<file path="config.mk">
export PLATFORM = sky130hd
export DESIGN_NAME = sprite_rom_arbiter
export DESIGN_NICKNAME = d
export VERILOG_FILES = /design/src/rtl/sprite_rom_arbiter.sv
export SDC_FILE = /design/constraint.sdc
export NUM_CORES = 1
export LEC_CHECK = 0
export ABC_AREA = 1
export ABC_CLOCK_PERIOD_IN_PS = 1700
export CAP_MARGIN = 20
export CELL_PAD_IN_SITES_DETAIL_PLACEMENT = 1
export CELL_PAD_IN_SITES_GLOBAL_PLACEMENT = 2
export CORE_ASPECT_RATIO = 1.2
export CORE_MARGIN = 2
export CORE_UTILIZATION = 23
export DETAILED_ROUTE_END_ITERATION = 10
export PLACE_DENSITY_LB_ADDON = 0.1
export SETUP_SLACK_MARGIN = 0.05
export SLEW_MARGIN = 20
export SYNTH_ARGS = -nofsm -noshare
export SYNTH_HDL_FRONTEND = slang
export SYNTH_SLANG_ARGS = --single-unit
</file>
<file path="constraint.sdc">
create_clock -name clk -period 1.7 [get_ports clk]
set_clock_uncertainty 0.15 [all_clocks]
set_input_delay 0.34 -clock clk [delete_from_list [all_inputs] [get_ports clk]]
set_output_delay 0.34 -clock clk [all_outputs]
set_load 0.01 [all_outputs]
</file>
<file path="src/rtl/sprite_rom_arbiter.sv">
// Round-robin req/ack arbiter sharing one combinational sprite-bitmap ROM between N_REQ renderers.
// Define SPRITE_ARB_FIXED_PRI_EN for fixed priority (requester 0 highest, no rotating pointer).
module sprite_rom_arbiter #(
    parameter int unsigned N_REQ = 2,
    parameter int unsigned AW    = 8,
    parameter int unsigned DW    = 8
) (
    input  logic                clk,
    input  logic                reset,
    input  logic [N_REQ-1:0]    req,
    input  logic [N_REQ*AW-1:0] addr,
    output logic [DW-1:0]       rdata,
    output logic [N_REQ-1:0]    ack,
    output logic [1:0]          grant_id,
    output logic                busy,
    output logic [AW-1:0]       rom_addr,
    input  logic [DW-1:0]       rom_bits
);

    localparam logic [1:0] S_IDLE  = 2'd0;
    localparam logic [1:0] S_FETCH = 2'd1;
    localparam logic [1:0] S_ACK   = 2'd2;

    logic [1:0]       state_q,    state_d;
    logic [1:0]       grant_q,    grant_d;
    logic [AW-1:0]    rom_addr_q, rom_addr_d;
    logic [DW-1:0]    rdata_q,    rdata_d;
    logic [N_REQ-1:0] ack_q,      ack_d;

    logic             win_valid;
    logic [1:0]       win_id;
    logic [AW-1:0]    win_addr;
    logic [N_REQ-1:0] grant_onehot;

    // Returns {found, index} of the lowest set bit.
    function automatic logic [2:0] pick_lowest(input logic [N_REQ-1:0] v);
        logic [2:0] r;
        r = '0;
        for (int unsigned k = N_REQ; k > 0; k--) begin
            if (v[k-1]) r = {1'b1, 2'(k-1)};
        end
        return r;
    endfunction

`ifdef SPRITE_ARB_FIXED_PRI_EN
    always_comb begin
        {win_valid, win_id} = pick_lowest(req);
    end
`else
    logic [1:0]       rr_ptr_q, rr_ptr_d;
    logic [N_REQ-1:0] hi_mask;
    logic [2:0]       pick_hi, pick_all;

    // Circular search: prefer requests at or above the pointer, else wrap to the lowest.
    always_comb begin
        hi_mask = '0;
        for (int unsigned k = 0; k < N_REQ; k++) begin
            hi_mask[k] = (k >= 32'(rr_ptr_q));
        end
        pick_hi  = pick_lowest(req & hi_mask);
        pick_all = pick_lowest(req);
        {win_valid, win_id} = pick_hi[2] ? pick_hi : pick_all;
    end

    always_comb begin
        rr_ptr_d = rr_ptr_q;
        if (state_q == S_ACK) begin
            rr_ptr_d = (32'(grant_q) == N_REQ - 1) ? 2'd0 : grant_q + 2'd1;
        end
    end

    always_ff @(posedge clk or negedge reset) begin
        if (!reset) rr_ptr_q <= '0;
        else        rr_ptr_q <= rr_ptr_d;
    end
`endif

    always_comb begin
        win_addr     = '0;
        grant_onehot = '0;
        for (int unsigned k = 0; k < N_REQ; k++) begin
            if (win_id == 2'(k))  win_addr = addr[k*AW +: AW];
            grant_onehot[k] = (grant_q == 2'(k));
        end
    end

    always_comb begin
        state_d    = state_q;
        grant_d    = grant_q;
        rom_addr_d = rom_addr_q;
        rdata_d    = rdata_q;
        ack_d      = ack_q;
        case (state_q)
            S_IDLE: begin
                if (win_valid) begin
                    grant_d    = win_id;
                    rom_addr_d = win_addr;
                    state_d    = S_FETCH;
                end
            end
            S_FETCH: begin
                rdata_d = rom_bits;
                ack_d   = grant_onehot;
                state_d = S_ACK;
            end
            S_ACK: begin
                ack_d   = '0;
                state_d = S_IDLE;
            end
            default: begin
                ack_d   = '0;
                state_d = S_IDLE;
            end
        endcase
    end

    always_ff @(posedge clk or negedge reset) begin
        if (!reset) begin
            state_q    <= S_IDLE;
            grant_q    <= '0;
            rom_addr_q <= '0;
            rdata_q    <= '0;
            ack_q      <= '0;
        end else begin
            state_q    <= state_d;
            grant_q    <= grant_d;
            rom_addr_q <= rom_addr_d;
            rdata_q    <= rdata_d;
            ack_q      <= ack_d;
        end
    end

    assign rdata    = rdata_q;
    assign ack      = ack_q;
    assign grant_id = grant_q;
    assign busy     = (state_q == S_FETCH) || (state_q == S_ACK);
    assign rom_addr = rom_addr_q;

endmodule

</file>
Yosys cells after proc, flatten, opt, wreduce, memory -nomap -nowiden
Cells that the tools add are included.
{ "word_totals": {"ff_bits": 24, "inputBits": 28, "out_inout_bits": 21} }
{ "classes": {"bitwise": 1, "muxes": 11, "order_cmp": 2, "reduce_logical": 5, "eq_ne": 5, "add_sub_neg": 1} }
{ "op_table": {"columns": ["operator", "count"], "rows": [
  ["$mux W8", 2],
  ["$mux W3", 5],
  ["$pmux W2 S2", 2],
  ["$eq A2 B1 Y1 const B", 3],
  ["$logic_not A2 Y1", 3],
  ["$ge A1 B2 Y1 const A", 2],
  ["$mux W2", 2],
  ["$add A2 B1 Y2 const B", 1],
  ["$and A2 B2 Y2", 1],
  ["$eq A2 B2 Y1 const B", 1],
  ["$ne A2 B2 Y1 const B", 1],
  ["$reduce_and A2 Y1", 1],
  ["$logic_or A1 B1 Y1", 1]
]} }

Logic depth before layout (Yosys ltp)
Gate-level depths: netlist of the first run.
{ "logic_depth": {"depth_word": 8, "mapped_depth": 7, "ltp_nobuf": 7} }

Worst setup path after synthesis of the first run
OpenSTA, ideal clock, no wires.
{ "synth_timing": {"path_type": "reg2reg", "startpoint": "register state_q[1]", "endpoint": "register rdata_q[0] (netlist: rdata[0])", "stages_incl_launch_ff": 5, "required_ps": 1425, "arrival_time_ps": 1118, "setup_slack_ps": 307, "setup_ps": 125, "path_buffers": 1, "cell_sequence": "dfrtp_1 > inv_1 > ha_1 > buf_2 > mux2_2"} }
{ "synth_between": {"elab_chain_cells": 1} }
{ "synth_rtl": {"columns": ["element", "line_no", "text"], "rows": [
  ["start: declaration", "24", "logic [1:0] state_q, state_d;"],
  ["start signal: assignment", "125", "state_q <= state_d;"],
  ["$eq A2 B1 Y1", "93", "case (state_q)"],
  ["end signal: assignment", "128", "rdata_q <= rdata_d;"],
  ["end: declaration", "27", "logic [DW-1:0] rdata_q, rdata_d;"]
]} }
No other way between the ends.
A chain may end at the register's enable or synchronous reset.

Final worst setup path of the first run
{ "layout_timing": {"startpoint": "register state_q[0]", "endpoint": "output busy"} }
{ "layout_between": {"elab_chain_cells": 2, "elab_cells_between_ends": 3, "classes_between": "eq/ne: 2; reduce/logical: 1"} }
{ "layout_rtl": {"columns": ["element", "line_no", "text"], "rows": [
  ["$eq A2 B1 Y1 / $eq A2 B2 Y1 (equally long branches)", "136", "assign busy = (state_q == S_FETCH) || (state_q == S_ACK);"],
  ["$logic_or A1 B1 Y1 *", "136", null],
  ["end: declaration", "15", "output logic busy,"]
]} }
Mark *: on every way between the ends. The rest lies on a longest branch, timed or not.

==> results, run 1 <==
- The area growth from synthesis to layout is 62.8%.
- The power share of the clock group is 0.175.
- Data on the critical path arrives at its endpoint at 1.08 ns.
- The number of global-route vias before repair is 1,047.
- 49 I/O pins were placed.
- The post-detailed-route via-to-cell ratio is 4.06.
- The area fraction in compound gates after synthesis is 0.0185.
- The first global-routing pass estimated 4.82 mm of wire.
- Measured along the x axis, the die boundary spans 66.6 um.
- The time the worst path needs with I/O delays and setup is 1.57 ns.
- The port buffer count is 47.
- The number of standard cells in the layout, taps in and fillers out is 234.
- Power spread over the standard cell area amounts to 1610 nW/um2.
- Summed over all nets, the half-perimeter wirelength after detailed placement is 2.15 mm.
- The post-synth net total is 149.
- The worst hold slack after final layout is 0.277 ns.
- The synthesized flop and latch total is 22.
- Summed over all cells, the static leakage comes to 0.000947 uW.
- The number of failing hold endpoints at the final stage was 0.
- The full die area is 5270 um2.
- Of the cells placed in the final design, the portion with a size suffix greater than 1 is 0.176.
- Of the total power, registers draw 0.320.
- The total length of routed met3 wires is 143 um.
- Across every metal layer, demand over resource in global routing totals 0.120.
- 0 antenna diodes ended up in the layout.
- Yosys printed 0 warnings.
- The number of hold buffers added after CTS was 0.
- The finished cells cover 1760 um2.
- Of all cell types, the one taking the most synthesized area is sky130_fd_sc_hd__dfrtp_1.
- The worst setup path is launched from a flop.
- The clock buffer count from CTS is 3.
- Routability-driven placement finished with a final weighted congestion of 0.725.
- The share of synthesized area in the top cell type comes to 0.509.
- The combinational fraction of design power is 0.505.
- The flow ran to the end, and the final reports show no timing, DRC or antenna violations.
- The total length of routed met2 wires is 1.45 mm.
- Setup repair after global routing could not meet its margin everywhere.
- In the final routed layout, each cell accounts on average for 12.1 um.
- The top layer reached by signal wires is met4.
- In this run the core area contains 27 standard-cell rows.
- After the last flow step, the layout net total stands at 209.
- The part of the cycle the worst path needs is 0.924.
- The number of max-slew violations in the final report was 0.
- The worst setup path is captured at an output pin.
- The total negative slack is 0 ns.
- CTS placed an instance of sky130_fd_sc_hd__clkbuf_8 at the clock tree root.
- Internal power comes to 1850 uW.
- The worst path required time is 1.21 ns.
- The remaining global-route overflow is 0.
- Of the total synthesized cell area, the portion taken by AND, OR, NAND and NOR gates is 0.240.
- The switching power as a share of total power is 0.349.
- The worst setup path category is flop to output pin.
- After detailed routing, the wire length on met1 is 1.21 mm.
- The initial utilization of the core area, before any placement, comes to 0.237.
- The overall via count from detail_route is 949.
- The number of remaining DRC errors is 0.
- Once layout is complete, the utilization of the core stands at 0.386.
- Of the total synthesized cell area, the portion taken by full adders, half adders and majority gates is 0.0463.
- The portion of synthesized area spent on multiplexers is 0.0833.
- Of the total synthesized cell area, the portion taken by XOR and XNOR cells is 0.
- The number of buffers on the longest clock path is 2.
- TritonCTS built the clock tree.
- The first detailed-routing pass took 4 iterations.
- The mean area per synthesized cell is 9.24 um2.
- The number of clock sinks is 22.
- The worst hold-check path type is input pin to asynchronous set/reset pin.
- The count of antenna-violating nets left after detailed routing is 0.
- The initial antenna violation count is 0.
- By area, the combinational part of the netlist is dominated by simple AND/OR/NAND/NOR gates.
- In this run, the number of DRC markers left after iteration 0 of detailed routing was 19.
- The largest net degree at the start of global routing is 23.
- The clock reaches the later pin of the worst-skew pair after 0.26 ns.
- In this run the vertical extent of the chip is 79.1 um.
- In this run the number of H-tree levels came out at 1.
- The clock edge transition at the registers on the reported setup and hold paths is 0.09 ns.
- By area the synthesized netlist is led by sky130_fd_sc_hd__dfrtp_1, sky130_fd_sc_hd__nand2_1, sky130_fd_sc_hd__mux2_2, sky130_fd_sc_hd__nand3_1, sky130_fd_sc_hd__inv_1.
- Across the run, the number of max-cap violations was 0.
- For this run, the register share of the synthesized area comes to 0.509.
- The cell area after synthesis is 1080 um2.
- The largest voltage drop on the vdd net is 0.373 mV.
- The core area is 4560 um2.
- The timing-limited maximum frequency is 0.636 GHz.
- In the synthesized netlist, the number of instances is 117.
- After detailed placement, the design holds a cell count of 227.
- For this block, the routed nets add up to 2.83 mm of wire.
- The maximum net fanout on the critical path is 2.
- Leaving out fill and tap cells, the most frequent cells in the layout are sky130_fd_sc_hd__nand2_1, sky130_fd_sc_hd__clkdlybuf4s50_1, sky130_fd_sc_hd__dfrtp_1.
- Once placement finished, the instance area stood at 1670 um2.
- The power dissipated by switching net loads is 991 uW.
- The library cell used most frequently in the layout, excluding fill and tap cells, is sky130_fd_sc_hd__nand2_1.
- The final-report setup violation count is 0.
- The post-synthesis cell type count is 19.
## cells by family (layout without fill, tap and decap cells)
logic type | after synthesis | after routing
simple gates | 54 | 54
buf+inv | 24 | 83
flops | 22 | 22
mux | 8 | 8
fa+ha+maj | 4 | 4
compound gates | 4 | 4
other cells | 1 | 1
## cells in the mapped netlist (all sizes together)
library cell and n:
nor2 3, ha 4, dfrtp 22, nand3 17, nand2 33, a21oi 2, nand3b 1, inv 21
o21ai 2, conb 1, buf 3, mux2 8
## power by group through the flow
stage | logic [uW] | clock network [uW] | registers (uW)
3_5_place_dp | 1550 | 0 | 949
5_1_grt | 1600 | 538 | 956
3_3_place_gp | 1520 | 0 | 937
4_1_cts | 1500 | 513 | 922
6_report | 1440 | 498 | 909
2_1_floorplan | 610 | 0 | 1040
## area by class of cell
cell class                      count  area, um2
Tap cell                           58       72.6
Multi-Input combinational cell     71        423
Clock inverter                      1       30.0
Timing Repair Buffer               58        559
Inverter                           21       83.8
Clock buffer                        3       41.3
Sequential cell                    22        551
Fill cell                         539       2800
## timing repair
item,CTS,global route
setup endpoints to repair,14,8
buffers inserted,3,0
hold endpoints to repair,0,0
gates resized for setup,15,7
## worst max-delay path, stage by stage, from the launching register on
cell                       delay [ns]
sky130_fd_sc_hd__dfrtp_1         0.35
sky130_fd_sc_hd__inv_1           0.06
sky130_fd_sc_hd__ha_1            0.29
sky130_fd_sc_hd__clkbuf_2        0.13
## through the flow
stage	power [uW]	setup WS [ns]
final	2840	0.128
after detailed placement	2500	0.00675
after global placement	2460	0.0277
after floorplan	1650	0.307
after CTS	2930	0.0166
after global routing	3090	0.0463
## layer usage
metal | GRT usage | vias to the layer above
met3 | 0.0170 | 2
met5 | 0 | -
met1 | 0.143 | 442
met2 | 0.216 | 29
met4 | 0.0429 | 0
li1 | - | 476
## final timing paths
| path | slack, ns | start | end | depth (start not counted) |
|---|---|---|---|---|
| min reg2reg | 0.33 | ack[0]$_DFFE_PN0N_ | ack[0]$_DFFE_PN0N_ | 2 |
| min | 0.28 | reset | rdata[4]$_DFFE_PN0N_ | 2 |
| min in group clk | 0.33 | ack[0]$_DFFE_PN0N_ | ack[0]$_DFFE_PN0N_ | 2 |
| max | 0.13 | state_q[0]$_DFFE_PN0P_ | busy | 3 |
| max in group asynchronous | 0.88 | reset | grant_id[0]$_DFFE_PN0P_ | 2 |
| max reg2reg | 0.17 | state_q[0]$_DFFE_PN0P_ | rdata[3]$_DFFE_PN0N_ | 5 |
## state kept, by name, summed over array words and instances, names as in the netlist
register	cells
state_q	2
rom_addr	8
rdata	8
ack	2
grant_id	1
rr_ptr_q	1
Note: power is estimated with default switching activity, not from simulation.
==> run 2: changes to the inputs <==
--- a/config.mk
+++ b/config.mk
@@ -16,6 +16,7 @@
 export DETAILED_ROUTE_END_ITERATION = 10
 export PLACE_DENSITY_LB_ADDON = 0.1
 export SETUP_SLACK_MARGIN = 0.05
+export SKIP_CTS_REPAIR_TIMING = 1
 export SLEW_MARGIN = 20
 export SYNTH_ARGS = -nofsm -noshare
 export SYNTH_HDL_FRONTEND = slang
==> results, run 2 (synthesized netlist as in run 1, its figures left out) <==
- The run finished with clean final reports.
- The worst setup slack after layout is 0.0913 ns (-0.0372 ns).
- The total length of routed wires was 2.79 mm (-1.6%).
- The time the worst path needs with I/O delays and setup is 1.61 ns (+0.0372 ns).
- The clock buffer count from CTS is 3 (unchanged).
- The final-report setup violation count came to 0 (unchanged).
- The setup path with the least slack is of type flop to output pin.
- The library cell used most frequently in the layout, excluding fill and tap cells, is sky130_fd_sc_hd__nand2_1.
- The largest net degree at the start of global routing is 23 (unchanged).
- The number of remaining DRC errors is 0 (unchanged).
- On the critical path the largest part of the delay comes from flip-flops.
- Traced cell by cell, the critical path runs through inv_1 -> ha_1 -> dlymetal6s2s_1.
- The detailed router's first-iteration violation count is 20 (+1).
- The later-pin clock latency in the skew report is 0.26 ns (about the same).
- The part of the cycle the worst path needs is 0.946 (+0.0219).
- The placer congestion estimate is 0.725 (unchanged).
- The number of placement rows is 27 (unchanged).
- The count of boundary I/O pins came to 49 (unchanged).
- The overall global routing resource usage is 0.117 (-0.00323).
- The full die area was 5270 um2 (unchanged).
- The number of clock sinks was 22 (unchanged).
- The post-detailed-route via-to-cell ratio was 4.05 (about the same).
- The width of the chip is 66.6 um (unchanged).
- The initial antenna violation count came to 0 (unchanged).
- The data arrival time at the worst-slack endpoint is 1.12 ns (+0.04 ns).
- The first-pass GRT wire length is 4.69 mm (-2.7%).
- The iteration count of the initial detailed-routing pass is 4 (unchanged).
- The total negative slack is 0 ns (unchanged).
- The remaining global-route overflow is 0 (unchanged).
- The maximum net fanout on the critical path is 2 (unchanged).
- The number of failing hold endpoints at the final stage is 0 (unchanged).
- The overall via count from detail_route is 940 (-0.95%).
- The number of cells after detailed placement was 227 (unchanged).
- The maximum cell stage delay along the critical path is 0.39 ns (+0.04 ns).
- The power per standard cell area is 1600 nW/um2 (-0.71%).
- The CTS tree is built.
- The number of global-route vias before repair is 1,014 (-3.2%).
- The number of buffers on the longest clock path is 2 (unchanged).
- The share of post-route cells with drive strength above 1 is 0.167 (-0.00947).
- The path class of the tightest hold or removal check is input pin to asynchronous set/reset pin.
- The placed wire-length estimate is 2.15 mm (unchanged).
- The number of max-capacitance violations reported came to 0 (unchanged).
- The worst-path cell with the longest stage delay is sky130_fd_sc_hd__dfrtp_1.
- The number of max-slew violations in the final report came to 0 (unchanged).
- The top cell types in the final layout, fill and taps aside, are sky130_fd_sc_hd__nand2_1, sky130_fd_sc_hd__clkdlybuf4s50_1, sky130_fd_sc_hd__dfrtp_1.
- The average routed wire per standard cell came to 12.0 um (-0.71%).
- The worst path required time is 1.21 ns (about the same).
- The port buffer count is 47 (unchanged).
- The initial core utilization is 0.237 (unchanged).
- The total number of H-tree levels came to 1 (unchanged).
- The clock edge transition at the registers on the reported setup and hold paths is 0.09 ns (about the same).
- The clock tree root driver cell is sky130_fd_sc_hd__clkbuf_8.
- The number of standard cells in the layout, taps in and fillers out is 232 (-0.85%).
- The startpoint type of the worst setup path is a flop.
- The worst setup slack after placement is 0.00675 ns (unchanged).
- The area growth from synthesis to layout is 66.8%.
- The post-layout net count is 207 (-0.96%).
- Setup repair after global routing could not meet its margin everywhere.
- The core area is 4560 um2 (unchanged).
- The buffer and inverter count on the worst path was 2 (unchanged).
- The count of antenna-violating nets left after detailed routing came to 0 (unchanged).
- The static leakage came to 0.00106 uW (+12%).
- The number of diodes is 0 (unchanged).
- STA classifies the critical path endpoint as an output pin.
- The vertical die dimension is 79.1 um (unchanged).
- The timing-limited maximum frequency was 0.622 GHz (-2.3%).
- The largest voltage drop on the vdd net was 0.367 mV (-1.7%).
[run 2: cell count changes in the layout (fill, tap and decap cells not counted)]
cell                             before  now
sky130_fd_sc_hd__dfrtp_1             22   21
sky130_fd_sc_hd__buf_4               10    8
sky130_fd_sc_hd__dlymetal6s2s_1       6   20
sky130_fd_sc_hd__clkbuf_2             1    0
sky130_fd_sc_hd__dlygate4sd2_1       13    0
sky130_fd_sc_hd__dfrtp_2              0    1
[run 2: final timing paths]
| path | endpoint | from | cells after the start | slack [ns] |
|---|---|---|---|---|
| max reg2reg | rdata[3]$_DFFE_PN0N_ | state_q[1]$_DFFE_PN0P_ | 5 | 0.20 |
| min in group clk | rr_ptr_q[0]$_DFFE_PN0N_ | grant_id[0]$_DFFE_PN0P_ | 1 | 0.33 |
| min | rom_addr[4]$_DFFE_PN0P_ | reset | 2 | 0.28 |
| max | busy | state_q[1]$_DFFE_PN0P_ | 3 | 0.09 |
| max in group asynchronous | grant_id[0]$_DFFE_PN0P_ | reset | 2 | 0.86 |
| min reg2reg | rr_ptr_q[0]$_DFFE_PN0N_ | grant_id[0]$_DFFE_PN0P_ | 1 | 0.33 |
[run 2: final cells by class]
type | count | area (um2)
clock buffers | 3 | 41.3
repair buffers | 56 | 601
well taps | 58 | 72.6
multi-input cells | 71 | 423
fillers | 533 | 2760
flip-flops and latches | 22 | 552
inverters | 21 | 83.8
clock inverters | 1 | 30.0
[run 2: layer usage]
metal	part of all wire	vias to the layer above	track usage	routed length, um
li1	-	474	-	-
met1	0.43	435	0.142	1190
met2	0.51	29	0.206	1420
met3	0.055	2	0.0170	152
met4	0.0075	0	0.0429	21
met5	0	-	0	0
[run 2: power by group]
group          switching [uW]  internal [uW]  total, uW
registers                 123            791        914
clock network             183            315        498
logic                     673            806       1480
[run 2: stage by stage]
stage	hold slack [ns]	area [um2]	util	power [uW]
2_1_floorplan	-0.106	1080	-	1650
3_3_place_gp	0.316	1670	0.367	2460
3_5_place_dp	0.316	1670	0.367	2500
4_1_cts	0.293	1740	0.382	3010
5_1_grt	0.291	1800	0.395	3140
6_report	0.278	1800	0.395	2890
==> run 3: changes to the inputs <==
--- a/config.mk
+++ b/config.mk
@@ -17,7 +17,7 @@
 export PLACE_DENSITY_LB_ADDON = 0.1
 export SETUP_SLACK_MARGIN = 0.05
 export SKIP_CTS_REPAIR_TIMING = 1
-export SLEW_MARGIN = 20
+export SLEW_MARGIN = 15
 export SYNTH_ARGS = -nofsm -noshare
 export SYNTH_HDL_FRONTEND = slang
 export SYNTH_SLANG_ARGS = --single-unit
==> results of run 3 <==
Same layout as run 2: the final DEF is identical, and so are final timing and power.
